==> src/rtl/pipeline_hazard_ctrl_pkg.sv <==
// ---------------------------------------------------------------------------
// pipe_ctrl_pkg
//   Shared definitions for the 5-stage pipeline hazard controller:
//   - FSM state encoding (RUN / DRAIN / HALTED)
//   - EX operand forwarding select encoding
//   - STOP opcode value
//   - register-match helper used by the forwarding comparators
// ---------------------------------------------------------------------------
package pipe_ctrl_pkg;

  typedef enum logic [1:0] {
    ST_RUN    = 2'd0,
    ST_DRAIN  = 2'd1,
    ST_HALTED = 2'd2
  } state_t;

  localparam logic [1:0] FWD_RF  = 2'b00;
  localparam logic [1:0] FWD_WB  = 2'b01;
  localparam logic [1:0] FWD_MEM = 2'b10;

  localparam logic [5:0] OP_STOP = 6'h3F;

  // True when an opcode field decodes as STOP (for the main decoder side).
  function automatic logic is_stop_op(input logic [5:0] op);
    return (op == OP_STOP);
  endfunction

  // A producing stage matches an operand only if it writes a non-zero register.
  function automatic logic reg_match(input logic       we,
                                     input logic [4:0] rd,
                                     input logic [4:0] rs);
    return we && (rd != 5'd0) && (rd == rs);
  endfunction

endpackage

==> src/rtl/pipeline_hazard_ctrl_if.sv <==
// ---------------------------------------------------------------------------
// pipeline_hazard_ctrl_if
//   Bundle between the pipeline datapath (master) and the hazard controller
//   (slave).
//   master drives : id_rs, id_rt, id_uses_rs, id_uses_rt, id_stop,
//                   ex_rd, ex_regwrite, ex_mem2reg, ex_redirect,
//                   mem_rd, mem_regwrite, wb_rd, wb_regwrite
//   slave drives  : pc_we, if_id_we, if_id_flush, id_ex_flush,
//                   fwd_a, fwd_b, halted, stall_cnt[CNT_W]
// ---------------------------------------------------------------------------
interface pipeline_hazard_ctrl_if #(
  parameter int CNT_W = 16
);
  import pipe_ctrl_pkg::*;

  logic [4:0]       id_rs;
  logic [4:0]       id_rt;
  logic             id_uses_rs;
  logic             id_uses_rt;
  logic             id_stop;
  logic [4:0]       ex_rd;
  logic             ex_regwrite;
  logic             ex_mem2reg;
  logic             ex_redirect;
  logic [4:0]       mem_rd;
  logic             mem_regwrite;
  logic [4:0]       wb_rd;
  logic             wb_regwrite;

  logic             pc_we;
  logic             if_id_we;
  logic             if_id_flush;
  logic             id_ex_flush;
  logic [1:0]       fwd_a;
  logic [1:0]       fwd_b;
  logic             halted;
  logic [CNT_W-1:0] stall_cnt;

  modport master (
    output id_rs, id_rt, id_uses_rs, id_uses_rt, id_stop,
           ex_rd, ex_regwrite, ex_mem2reg, ex_redirect,
           mem_rd, mem_regwrite, wb_rd, wb_regwrite,
    input  pc_we, if_id_we, if_id_flush, id_ex_flush,
           fwd_a, fwd_b, halted, stall_cnt
  );

  modport slave (
    input  id_rs, id_rt, id_uses_rs, id_uses_rt, id_stop,
           ex_rd, ex_regwrite, ex_mem2reg, ex_redirect,
           mem_rd, mem_regwrite, wb_rd, wb_regwrite,
    output pc_we, if_id_we, if_id_flush, id_ex_flush,
           fwd_a, fwd_b, halted, stall_cnt
  );

endinterface

==> src/rtl/pipeline_hazard_ctrl_fwd_select.sv <==
// ---------------------------------------------------------------------------
// fwd_select
//   Combinational forwarding select for one EX operand.
//   i_ex_reg        : source register of the operand held in ID/EX
//   i_mem_rd/_regwrite, i_wb_rd/_regwrite : producers in MEM and WB
//   o_fwd           : FWD_MEM, FWD_WB or FWD_RF (MEM wins on a double match)
// ---------------------------------------------------------------------------
module fwd_select
  import pipe_ctrl_pkg::*;
(
  input  logic [4:0] i_ex_reg,
  input  logic [4:0] i_mem_rd,
  input  logic       i_mem_regwrite,
  input  logic [4:0] i_wb_rd,
  input  logic       i_wb_regwrite,
  output logic [1:0] o_fwd
);

  // Youngest producer (MEM) takes priority over WB.
  always_comb begin
    o_fwd = FWD_RF;
    if (reg_match(i_mem_regwrite, i_mem_rd, i_ex_reg)) begin
      o_fwd = FWD_MEM;
    end else if (reg_match(i_wb_regwrite, i_wb_rd, i_ex_reg)) begin
      o_fwd = FWD_WB;
    end else begin
      o_fwd = FWD_RF;
    end
  end

endmodule

==> src/rtl/pipeline_hazard_ctrl.sv <==
// ---------------------------------------------------------------------------
// pipeline_hazard_ctrl
//   Sequencing controller for the IF/ID/EX/MEM/WB pipeline: PC and IF/ID
//   write enables, IF/ID and ID/EX flushes, EX forwarding selects, the STOP
//   drain/halt sequence and a saturating load-use stall counter.
//   clk    : rising-edge clock
//   rst_n  : synchronous active-low reset
//   hz     : slave side of pipeline_hazard_ctrl_if (all pipeline signals)
// ---------------------------------------------------------------------------
module pipeline_hazard_ctrl
  import pipe_ctrl_pkg::*;
#(
  parameter int DRAIN_CYCLES = 3,
  parameter int CNT_W        = 16
) (
  input  logic                 clk,
  input  logic                 rst_n,
  pipeline_hazard_ctrl_if.slave hz
);

  localparam int             DW         = (DRAIN_CYCLES > 1) ? $clog2(DRAIN_CYCLES) : 1;
  localparam logic [DW-1:0]  DRAIN_LOAD = DW'(DRAIN_CYCLES - 1);

  state_t           r_state;
  logic [DW-1:0]    r_drain_cnt;
  logic             r_halted;
  logic [CNT_W-1:0] r_stall_cnt;
  logic [4:0]       r_ex_rs;
  logic [4:0]       r_ex_rt;

  logic             w_load_use;
  logic             w_count_stall;
  logic             w_stop_accept;
  logic             w_pc_we;
  logic             w_if_id_we;
  logic             w_if_id_flush;
  logic             w_id_ex_flush;
  logic [1:0]       w_fwd_a;
  logic [1:0]       w_fwd_b;

  // Hazard detection and per-state pipeline control.
  always_comb begin
    w_load_use = hz.ex_mem2reg && hz.ex_regwrite && (hz.ex_rd != 5'd0) &&
                 ((hz.id_uses_rs && (hz.id_rs == hz.ex_rd)) ||
                  (hz.id_uses_rt && (hz.id_rt == hz.ex_rd)));
    w_pc_we       = 1'b0;
    w_if_id_we    = 1'b0;
    w_if_id_flush = 1'b0;
    w_id_ex_flush = 1'b1;
    w_count_stall = 1'b0;
    w_stop_accept = 1'b0;
    case (r_state)
      ST_RUN: begin
        if (hz.ex_redirect) begin
          // Wrong-path instructions in IF/ID and ID are both squashed.
          w_pc_we       = 1'b1;
          w_if_id_we    = 1'b1;
          w_if_id_flush = 1'b1;
          w_id_ex_flush = 1'b1;
        end else if (w_load_use) begin
          w_pc_we       = 1'b0;
          w_if_id_we    = 1'b0;
          w_id_ex_flush = 1'b1;
          w_count_stall = 1'b1;
        end else if (hz.id_stop) begin
          w_pc_we       = 1'b0;
          w_if_id_we    = 1'b0;
          w_id_ex_flush = 1'b1;
          w_stop_accept = 1'b1;
        end else begin
          w_pc_we       = 1'b1;
          w_if_id_we    = 1'b1;
          w_id_ex_flush = 1'b0;
        end
      end
      ST_DRAIN, ST_HALTED: begin
        // Front end frozen; only older instructions keep moving.
        w_pc_we       = 1'b0;
        w_if_id_we    = 1'b0;
        w_if_id_flush = 1'b0;
        w_id_ex_flush = 1'b1;
      end
      default: begin
        w_pc_we       = 1'b0;
        w_if_id_we    = 1'b0;
        w_if_id_flush = 1'b0;
        w_id_ex_flush = 1'b1;
      end
    endcase
  end

  // STOP sequencing FSM with drain counter and registered halted flag.
  always_ff @(posedge clk) begin
    if (!rst_n) begin
      r_state     <= ST_RUN;
      r_drain_cnt <= '0;
      r_halted    <= 1'b0;
    end else begin
      case (r_state)
        ST_RUN: begin
          if (w_stop_accept) begin
            r_state     <= ST_DRAIN;
            r_drain_cnt <= DRAIN_LOAD;
          end
        end
        ST_DRAIN: begin
          if (r_drain_cnt == '0) begin
            r_state  <= ST_HALTED;
            r_halted <= 1'b1;
          end else begin
            r_drain_cnt <= r_drain_cnt - DW'(1);
          end
        end
        ST_HALTED: begin
          r_halted <= 1'b1;
        end
        default: begin
          // Unreachable encoding: park safely with the front end frozen.
          r_state  <= ST_HALTED;
          r_halted <= 1'b1;
        end
      endcase
    end
  end

  // Saturating count of load-use stall cycles.
  always_ff @(posedge clk) begin
    if (!rst_n) begin
      r_stall_cnt <= '0;
    end else if (w_count_stall && (r_stall_cnt != {CNT_W{1'b1}})) begin
      r_stall_cnt <= r_stall_cnt + CNT_W'(1);
    end
  end

  // Shadow of the ID/EX source fields; a bubble carries register 0.
  always_ff @(posedge clk) begin
    if (!rst_n) begin
      r_ex_rs <= 5'd0;
      r_ex_rt <= 5'd0;
    end else if (w_id_ex_flush) begin
      r_ex_rs <= 5'd0;
      r_ex_rt <= 5'd0;
    end else begin
      r_ex_rs <= hz.id_rs;
      r_ex_rt <= hz.id_rt;
    end
  end

  fwd_select u_fwd_a (
    .i_ex_reg      (r_ex_rs),
    .i_mem_rd      (hz.mem_rd),
    .i_mem_regwrite(hz.mem_regwrite),
    .i_wb_rd       (hz.wb_rd),
    .i_wb_regwrite (hz.wb_regwrite),
    .o_fwd         (w_fwd_a)
  );

  fwd_select u_fwd_b (
    .i_ex_reg      (r_ex_rt),
    .i_mem_rd      (hz.mem_rd),
    .i_mem_regwrite(hz.mem_regwrite),
    .i_wb_rd       (hz.wb_rd),
    .i_wb_regwrite (hz.wb_regwrite),
    .o_fwd         (w_fwd_b)
  );

  assign hz.pc_we       = w_pc_we;
  assign hz.if_id_we    = w_if_id_we;
  assign hz.if_id_flush = w_if_id_flush;
  assign hz.id_ex_flush = w_id_ex_flush;
  assign hz.fwd_a       = w_fwd_a;
  assign hz.fwd_b       = w_fwd_b;
  assign hz.halted      = r_halted;
  assign hz.stall_cnt   = r_stall_cnt;

endmodule

==> src/flat_wrapper.sv <==
// flat-port wrapper written by rule: the top's interface ports become plain ports
module pipeline_hazard_ctrl_flat import pipe_ctrl_pkg::*;
#(
  parameter int DRAIN_CYCLES = 3,
  parameter int CNT_W        = 16
)
  (clk, rst_n, hz_id_rs, hz_id_rt, hz_id_uses_rs, hz_id_uses_rt, hz_id_stop, hz_ex_rd, hz_ex_regwrite, hz_ex_mem2reg, hz_ex_redirect, hz_mem_rd, hz_mem_regwrite, hz_wb_rd, hz_wb_regwrite, hz_pc_we, hz_if_id_we, hz_if_id_flush, hz_id_ex_flush, hz_fwd_a, hz_fwd_b, hz_halted, hz_stall_cnt);
  pipeline_hazard_ctrl_if #(.CNT_W(CNT_W)) hz_i ();
  input  logic clk;
  input  logic rst_n;
  input wire logic [$bits(hz_i.id_rs)-1:0] hz_id_rs;
  input wire logic [$bits(hz_i.id_rt)-1:0] hz_id_rt;
  input wire logic [$bits(hz_i.id_uses_rs)-1:0] hz_id_uses_rs;
  input wire logic [$bits(hz_i.id_uses_rt)-1:0] hz_id_uses_rt;
  input wire logic [$bits(hz_i.id_stop)-1:0] hz_id_stop;
  input wire logic [$bits(hz_i.ex_rd)-1:0] hz_ex_rd;
  input wire logic [$bits(hz_i.ex_regwrite)-1:0] hz_ex_regwrite;
  input wire logic [$bits(hz_i.ex_mem2reg)-1:0] hz_ex_mem2reg;
  input wire logic [$bits(hz_i.ex_redirect)-1:0] hz_ex_redirect;
  input wire logic [$bits(hz_i.mem_rd)-1:0] hz_mem_rd;
  input wire logic [$bits(hz_i.mem_regwrite)-1:0] hz_mem_regwrite;
  input wire logic [$bits(hz_i.wb_rd)-1:0] hz_wb_rd;
  input wire logic [$bits(hz_i.wb_regwrite)-1:0] hz_wb_regwrite;
  output wire logic [$bits(hz_i.pc_we)-1:0] hz_pc_we;
  output wire logic [$bits(hz_i.if_id_we)-1:0] hz_if_id_we;
  output wire logic [$bits(hz_i.if_id_flush)-1:0] hz_if_id_flush;
  output wire logic [$bits(hz_i.id_ex_flush)-1:0] hz_id_ex_flush;
  output wire logic [$bits(hz_i.fwd_a)-1:0] hz_fwd_a;
  output wire logic [$bits(hz_i.fwd_b)-1:0] hz_fwd_b;
  output wire logic [$bits(hz_i.halted)-1:0] hz_halted;
  output wire logic [$bits(hz_i.stall_cnt)-1:0] hz_stall_cnt;
  assign hz_i.id_rs = hz_id_rs;
  assign hz_i.id_rt = hz_id_rt;
  assign hz_i.id_uses_rs = hz_id_uses_rs;
  assign hz_i.id_uses_rt = hz_id_uses_rt;
  assign hz_i.id_stop = hz_id_stop;
  assign hz_i.ex_rd = hz_ex_rd;
  assign hz_i.ex_regwrite = hz_ex_regwrite;
  assign hz_i.ex_mem2reg = hz_ex_mem2reg;
  assign hz_i.ex_redirect = hz_ex_redirect;
  assign hz_i.mem_rd = hz_mem_rd;
  assign hz_i.mem_regwrite = hz_mem_regwrite;
  assign hz_i.wb_rd = hz_wb_rd;
  assign hz_i.wb_regwrite = hz_wb_regwrite;
  assign hz_pc_we = hz_i.pc_we;
  assign hz_if_id_we = hz_i.if_id_we;
  assign hz_if_id_flush = hz_i.if_id_flush;
  assign hz_id_ex_flush = hz_i.id_ex_flush;
  assign hz_fwd_a = hz_i.fwd_a;
  assign hz_fwd_b = hz_i.fwd_b;
  assign hz_halted = hz_i.halted;
  assign hz_stall_cnt = hz_i.stall_cnt;
  pipeline_hazard_ctrl #(.DRAIN_CYCLES(DRAIN_CYCLES), .CNT_W(CNT_W)) u_core (.clk(clk), .rst_n(rst_n), .hz(hz_i));
endmodule
==> config.mk <==
export PLATFORM = sky130hd
export DESIGN_NAME = pipeline_hazard_ctrl_flat
export DESIGN_NICKNAME = d
export VERILOG_FILES = /design/src/rtl/pipeline_hazard_ctrl_pkg.sv /design/src/rtl/pipeline_hazard_ctrl_if.sv /design/src/rtl/pipeline_hazard_ctrl_fwd_select.sv /design/src/rtl/pipeline_hazard_ctrl.sv /design/src/flat_wrapper.sv
export SDC_FILE = /design/constraint.sdc
export NUM_CORES = 1
export LEC_CHECK = 0
export CAP_MARGIN = 20
export CORE_ASPECT_RATIO = 2
export CORE_MARGIN = 1.5
export CORE_UTILIZATION = 46
export CTS_BUF_LIST = sky130_fd_sc_hd__clkbuf_16
export DETAILED_ROUTE_END_ITERATION = 8
export PLACE_DENSITY = 0.78
export SLEW_MARGIN = 20
export SYNTH_ARGS = -nofsm -noshare
export SYNTH_HDL_FRONTEND = slang
export SYNTH_HIERARCHICAL = 1
export SYNTH_SLANG_ARGS = --single-unit
==> constraint.sdc <==
create_clock -name clk -period 5.7 [get_ports clk]
set_clock_uncertainty 0.1 [all_clocks]
set_input_delay 0.57 -clock clk [delete_from_list [all_inputs] [get_ports clk]]
set_output_delay 0.57 -clock clk [all_outputs]
set_load 0.005 [all_outputs]
==> impl_results.md, run 1 <==
- Status: finished, final reports clean
- Slew Viols, Final: 0
- Initial antenna violation count: 0
- RSZ-0062 raised after global routing: no
- Port buffer count: 59
- DR WL/cell: 17.06 um
- Delay-heaviest family, CP: buffers and inverters
- Vias: 1,796
- Cell count after synthesis: 205
- Dpl cell area: 2381 um2
- Layout cells sized above 1: 7.547%
- Yosys Warn Count: 6
- # setup viols final: 0
- Largest net degree at the start of global routing: 25
- Finished Layout Cells: 314
- Total congestion overflow: 0
- Cell area after layout: 2521 um2
- Total power: 0.5631 mW
- CP most frequent cell: clkdlybuf4s50_1
- Clk Latency, worst-skew pair: 280 ps
- Vias in the first global route: 1,810
- Die height: 90.95 um
- Num Clock Sinks: 31
- CTS tree: built
- Peak supply drop: 0.1884 mV
- CTS clk-pin slew, worst paths: 50 ps
- Clk buf depth: 2
- Post-detail-place hpwl: 4099 um
- Most used DFF post-synth: dfxtp_1
- Die X: 46.98 um
- Max Fanout on Critical Path: 11
- Final Hold Vio Count: 0
- DR pass1 iterations: 4
- Post CTS Setup Buffer Count: 0
- Post-Route Setup TNS: 0 ps
- Initial Util: 48.80%
- Antenna cells: 0
- I/O pin cnt: 60
- Core box area: 3646 um2
- Crit-path slowest cell: clkdlybuf4s50_1
- Drt drc: 0
- Post-placement cell count: 306
- Hold Startpoint: u_core/hz.halted$_SDFFE_PN0P_
- LEAKAGE: 0.8907 nW
- Critical Path AT: 2810 ps
- Register bit total from synthesis: 31
- # hold bufs at CTS: 0
- Netlist cell types: 44
- GP Congestion: 0.8536
- Max Clock Freq: 287.0 MHz
- Max_slew headroom: 59.29%
- Max-cap violations: 0
- EDFF count, synth: 0
- Register area share after synthesis: 34.88%
- Rows: 31
- Root Driver: clkbuf_16
- # H-tree levels: 2
- Total track usage: 26.52%
- Final wirelength: 5357 um
- CTS Buf Count: 5
- Full die area: 4272 um2
- Worst Tran Pin Value: 608.7 ps
- Crit-path cells: clkdlybuf4s50_1 > or3_1 > o311a_1 > nand2_2 > and3b_1 > inv_1 > clkdlybuf4s50_1
- Min-Delay Path Class: reg2reg
- Worst path bufs/invs: 3
- Async SR Flop Fraction: 0%
- Crit Reg-Reg Startpoint: u_core/hz.stall_cnt[0]$_SDFFE_PN0P_
- Syn-to-layout area delta: 41.70%
- Worst setup startpoint: hz_ex_rd[0]
- CP endpoint kind: output pin
- DR vias/cell: 5.720
- Nets: 301
- Post-route ant nets: 0
- First-pass GRT wire length: 8045 um
- Startpoint types: input port
- Fillers: 325
- PD cells: 223.4 nW/um2
- Fin crit period: 3484 ps
- Avg Cell Area, Syn: 8.679 um2
- Place WS: 2215 ps
- PnR worst setup slack: 2216 ps
- Crit Path Class: in2out
- Post-CTS resize count: 0
- Tcrit/Tclk final: 61.12%
- Crit-path max cell delay: 480 ps
- Critical path required time: 5030 ps
- Net Count, Synth: 242
- Synth Cell Area: 1779 um2
- DR iter-0 viols: 48
-- sequential cells by signal, summed over array words and instances, names as in the netlist --
signal / flops
u_core/r_ex_rt: 5
u_core/r_ex_rs: 5
u_core/r_drain_cnt: 2
u_core/r_state: 2
u_core/hz.halted: 1
u_core/hz.stall_cnt: 16
-- worst paths after layout --
path	end	slack [ps]	cells after the start
max	hz_id_ex_flush	2220	7
min	u_core/hz.halted$_SDFFE_PN0P_	350	2
max reg2reg	u_core/hz.stall_cnt[9]$_SDFFE_PN0P_	3400	6
min reg2reg	u_core/hz.halted$_SDFFE_PN0P_	350	2
-- area by class of cell --
type	instances	area, um2	share of cell area, %
Clock buffer	5	125.1	4.963
Sequential cell	31	620.6	24.62
Multi-Input combinational cell	160	1082	42.93
Tap cell	49	61.31	2.432
Inverter	7	26.28	1.042
Clock inverter	3	15.01	0.5955
Timing Repair Buffer	59	590.6	23.42
-- worst register-to-register path, cell delays in order (launching register included) --
cell and delay, ps:
dfxtp_1 350, ha_1 290, nand4_4 160, o31a_1 200, nand3_2 360, or4_1 600
a21oi_1 150
-- power by group --
| part | switching [mW] | internal, mW |
|---|---|---|
| sequential | 0.00478 | 0.222 |
| clock | 0.0940 | 0.159 |
| combinational | 0.0368 | 0.0471 |
-- cell families (layout without fill, tap and decap cells) --
logic type / Yosys count / after routing / share of synthesized area [%]
mux: 1 / 1 / 0.5626
fa+ha+maj: 2 / 2 / 1.406
xor+xnor: 28 / 28 / 13.78
buf+inv: 14 / 74 / 4.290
compound gates: 42 / 42 / 16.60
flops: 31 / 31 / 34.88
simple gates: 87 / 87 / 28.48
-- metal layers --
metal	global-route usage [%]	share of wire, %	vias to the layer above
li1	-	-	871
met1	21.35	32	854
met2	50.91	59	57
met3	6.163	5.7	14
met4	14.35	2.9	0
met5	0	0	-
-- cell usage in the layout (no fill, tap or decap), types with 2 or more instances in the layout --
cell type	count
nor4_1	3
xor2_1	8
nor3b_1	2
nand4_1	6
o21ai_1	7
dfxtp_1	31
o21ai_0	2
nor2_1	7
o41ai_2	2
nor3_2	2
clkinv_2	3
xnor2_1	20
inv_1	7
ha_1	2
nand3_1	11
and3_1	12
o31ai_1	5
or4_1	4
nand2_1	17
a211oi_2	2
a21oi_1	16
nor3_1	6
clkbuf_16	5
or3_1	9
clkdlybuf4s50_1	59
-- metrics by stage --
step / utilization (%) / hold WS, ps
floorplan: - / 342.1
global placement: 65.31 / 338.2
detailed placement: 65.31 / 349.7
CTS: 69.15 / 356.3
global route: 69.15 / 366.3
finish: 69.15 / 345.7
-- synth_stat cells (7+ instances only) --
| master | number | area [um2] |
|---|---|---|
| dfxtp_1 | 31 | 620.6 |
| nand3_1 | 11 | 55.05 |
| nor2_1 | 7 | 26.28 |
| o21ai_1 | 7 | 35.03 |
| and3_1 | 12 | 75.07 |
| inv_1 | 7 | 26.28 |
| nand2_1 | 17 | 63.81 |
| a21oi_1 | 16 | 80.08 |
| or3_1 | 9 | 56.30 |
| xnor2_1 | 20 | 175.2 |
| xor2_1 | 8 | 70.07 |
No activity file was read; power rests on OpenSTA's default activity.
==> inputs of run 2 (changes only) <==
CORE_UTILIZATION = 41   (was 46)
PLACE_DENSITY = 0.73   (was 0.78)
clock period = 2.95 ns   (was 5.7 ns; I/O delays follow)
==> run 2 against run 1 <==
Global-route usage is 4.5 points lower. Via count is 0.33% higher. First-iteration DRC count is 8.3% higher. Routed wire length is 3.0% lower. Combinational power is 92% higher. Total power is 93% higher. Clock power is 92% higher. Sequential power is 94% higher. Largest cell class unchanged. Largest power group unchanged.
==> impl_results.md, run 2 (same netlist as run 1, synthesis figures left out) <==
- Critical path required time: 2560 ps (-2470 ps)
- Port buffer count: 59 (unchanged)
- Fin Hold WS: 351.3 ps (+5.614 ps)
- Nets: 304 (+1.0%)
- Commonest cells after routing, fill and taps aside: 59 x clkdlybuf4s50_1, 31 x dfxtp_1, 20 x xnor2_1, 17 x nand2_1, 16 x a21oi_1
- CP most frequent cell: clkdlybuf4s50_1
- Core box area: 4129 um2 (+13%)
- Post-CTS resize count: 0 (unchanged)
- Syn-to-layout area delta: 43.18%
- # H-tree levels: 2 (unchanged)
- Max Clock Freq: 360.8 MHz
- CP endpoint kind: output pin
- Max-cap violations: 0 (unchanged)
- PnR worst setup slack: 178.5 ps (-2037 ps)
- # setup viols final: 0 (unchanged)
- Finished Layout Cells: 320 (+1.9%)
- Antenna cells: 0 (unchanged)
- Crit-path slowest cell: clkdlybuf4s50_1
- Tcrit/Tclk final: 93.95%
- Root Driver: clkbuf_16
- Crit-path max cell delay: 490 ps (about the same)
- Final wirelength: 5197 um (-3.0%)
- DR vias/cell: 5.631 (-1.5%)
- Post-Route Setup TNS: 0 ps (unchanged)
- Vias in the first global route: 1,743 (-3.7%)
- CTS tree: built
- Dpl cell area: 2407 um2 (+1.1%)
- Largest net degree at the start of global routing: 24 (-4.0%)
- Place WS: 178.8 ps (-2036 ps)
- Die X: 49.58 um (+5.5%)
- Rows: 33 (+6.5%)
- Max Fanout on Critical Path: 6 (-5)
- # hold bufs at CTS: 0 (unchanged)
- CTS clk-pin slew, worst paths: 50 ps (about the same)
- Slew Viols, Final: 0 (unchanged)
- Max reg flops: 16 (unchanged)
- DR WL/cell: 16.24 um (-4.8%)
- Drt drc: 0 (unchanged)
- Die height: 96.16 um (+5.7%)
- Post-detail-place hpwl: 3960 um (-3.4%)
- Final Hold Vio Count: 0 (unchanged)
- CTS Buf Count: 5 (unchanged)
- Util after Layout: 61.70% (-7.5 points)
- Min-Delay Path Class: reg2reg
- Vias: 1,802 (+0.33%)
- Total power: 1.084 mW (+93%)
- Post-placement cell count: 312 (+2.0%)
- Cell area after layout: 2547 um2 (+1.0%)
- Initial Util: 43.09% (-5.7 points)
- Total track usage: 22.01% (-4.5 points)
- LEAKAGE: 0.9049 nW (+1.6%)
- Peak supply drop: 0.4923 mV (+160%)
- Clk Latency, worst-skew pair: 270 ps (about the same)
- Crit Path Class: in2out
- PD cells: 425.6 nW/um2 (+91%)
- Post CTS Setup Buffer Count: 0 (unchanged)
- Worst Tran Pin Value: 525.7 ps (-82.99 ps)
- Fin crit period: 2772 ps
- Clk buf depth: 2 (unchanged)
- DR pass1 iterations: 4 (unchanged)
- RSZ-0062 raised after global routing: no
- Initial antenna violation count: 0 (unchanged)
- Startpoint types: input port
- Most common cell after layout, fill and taps aside: clkdlybuf4s50_1
- Post-route ant nets: 0 (unchanged)
- Critical Path AT: 2380 ps (-430 ps)
- Layout cells sized above 1: 8.582% (+1.0 points)
- First-pass GRT wire length: 7845 um (-2.5%)
- Fillers: 392 (+21%)
- Max_slew headroom: 64.91% (+5.6 points)
- Full die area: 4768 um2 (+12%)
- Crit-path cells: clkdlybuf4s50_1 > or3_1 > o311a_1 > nand2_2 > and3b_1 > inv_1 > clkdlybuf4s50_1
- Total congestion overflow: 0 (unchanged)
- Num Clock Sinks: 31 (unchanged)
- Status: finished, final reports clean
- DR iter-0 viols: 52 (+8.3%)
- I/O pin cnt: 60 (unchanged)
- GP Congestion: 0.8613 (+0.90%)
-- run 2: changes by cell type in the layout (fill, tap and decap cells not counted) --
cell / change
buf_4: +3
-- run 2: final timing paths --
| path | startpoint | endpoint | slack, ps | cells past startpoint |
|---|---|---|---|---|
| worst max-delay path | hz_ex_rd[0] | hz_id_ex_flush | 180 | 7 |
| worst min register to register | u_core/hz.halted$_SDFFE_PN0P_ | u_core/hz.halted$_SDFFE_PN0P_ | 350 | 2 |
| worst min-delay path | u_core/hz.halted$_SDFFE_PN0P_ | u_core/hz.halted$_SDFFE_PN0P_ | 350 | 2 |
| worst max register to register | u_core/hz.stall_cnt[0]$_SDFFE_PN0P_ | u_core/hz.stall_cnt[9]$_SDFFE_PN0P_ | 720 | 6 |
-- run 2: report_power, final --
part | switching (mW) | internal (mW)
logic | 0.0683 | 0.0930
registers | 0.0101 | 0.428
clock network | 0.178 | 0.307
-- run 2: final cells by class --
| class | instances | area [um2] | area share, % |
|---|---|---|---|
| tap | 52 | 65.06 | 2.554 |
| timing repair buffer | 62 | 613.1 | 24.07 |
| inverter | 7 | 26.28 | 1.031 |
| clock buffer | 5 | 125.1 | 4.912 |
| multi-input combinational | 160 | 1082 | 42.49 |
| sequential | 31 | 620.6 | 24.36 |
| clock inverter | 3 | 15.01 | 0.5894 |
-- run 2: metal layers --
metal | track usage (%) | up-vias | part of all wire [%] | wire length (um)
met5 | 0 | - | 0 | 0
met4 | 12.73 | 0 | 3.8 | 197
met3 | 3.261 | 13 | 5.5 | 287
met2 | 44.67 | 69 | 56 | 2927
met1 | 19.65 | 837 | 34 | 1785
li1 | - | 883 | - | -
-- run 2: worst max-delay path, delay by kind of cell --
kind,cells,cell delay [ps]
AOI/OAI and AO/OA,1,370
buffers and inverters,3,970
and+or+nand+nor,3,730
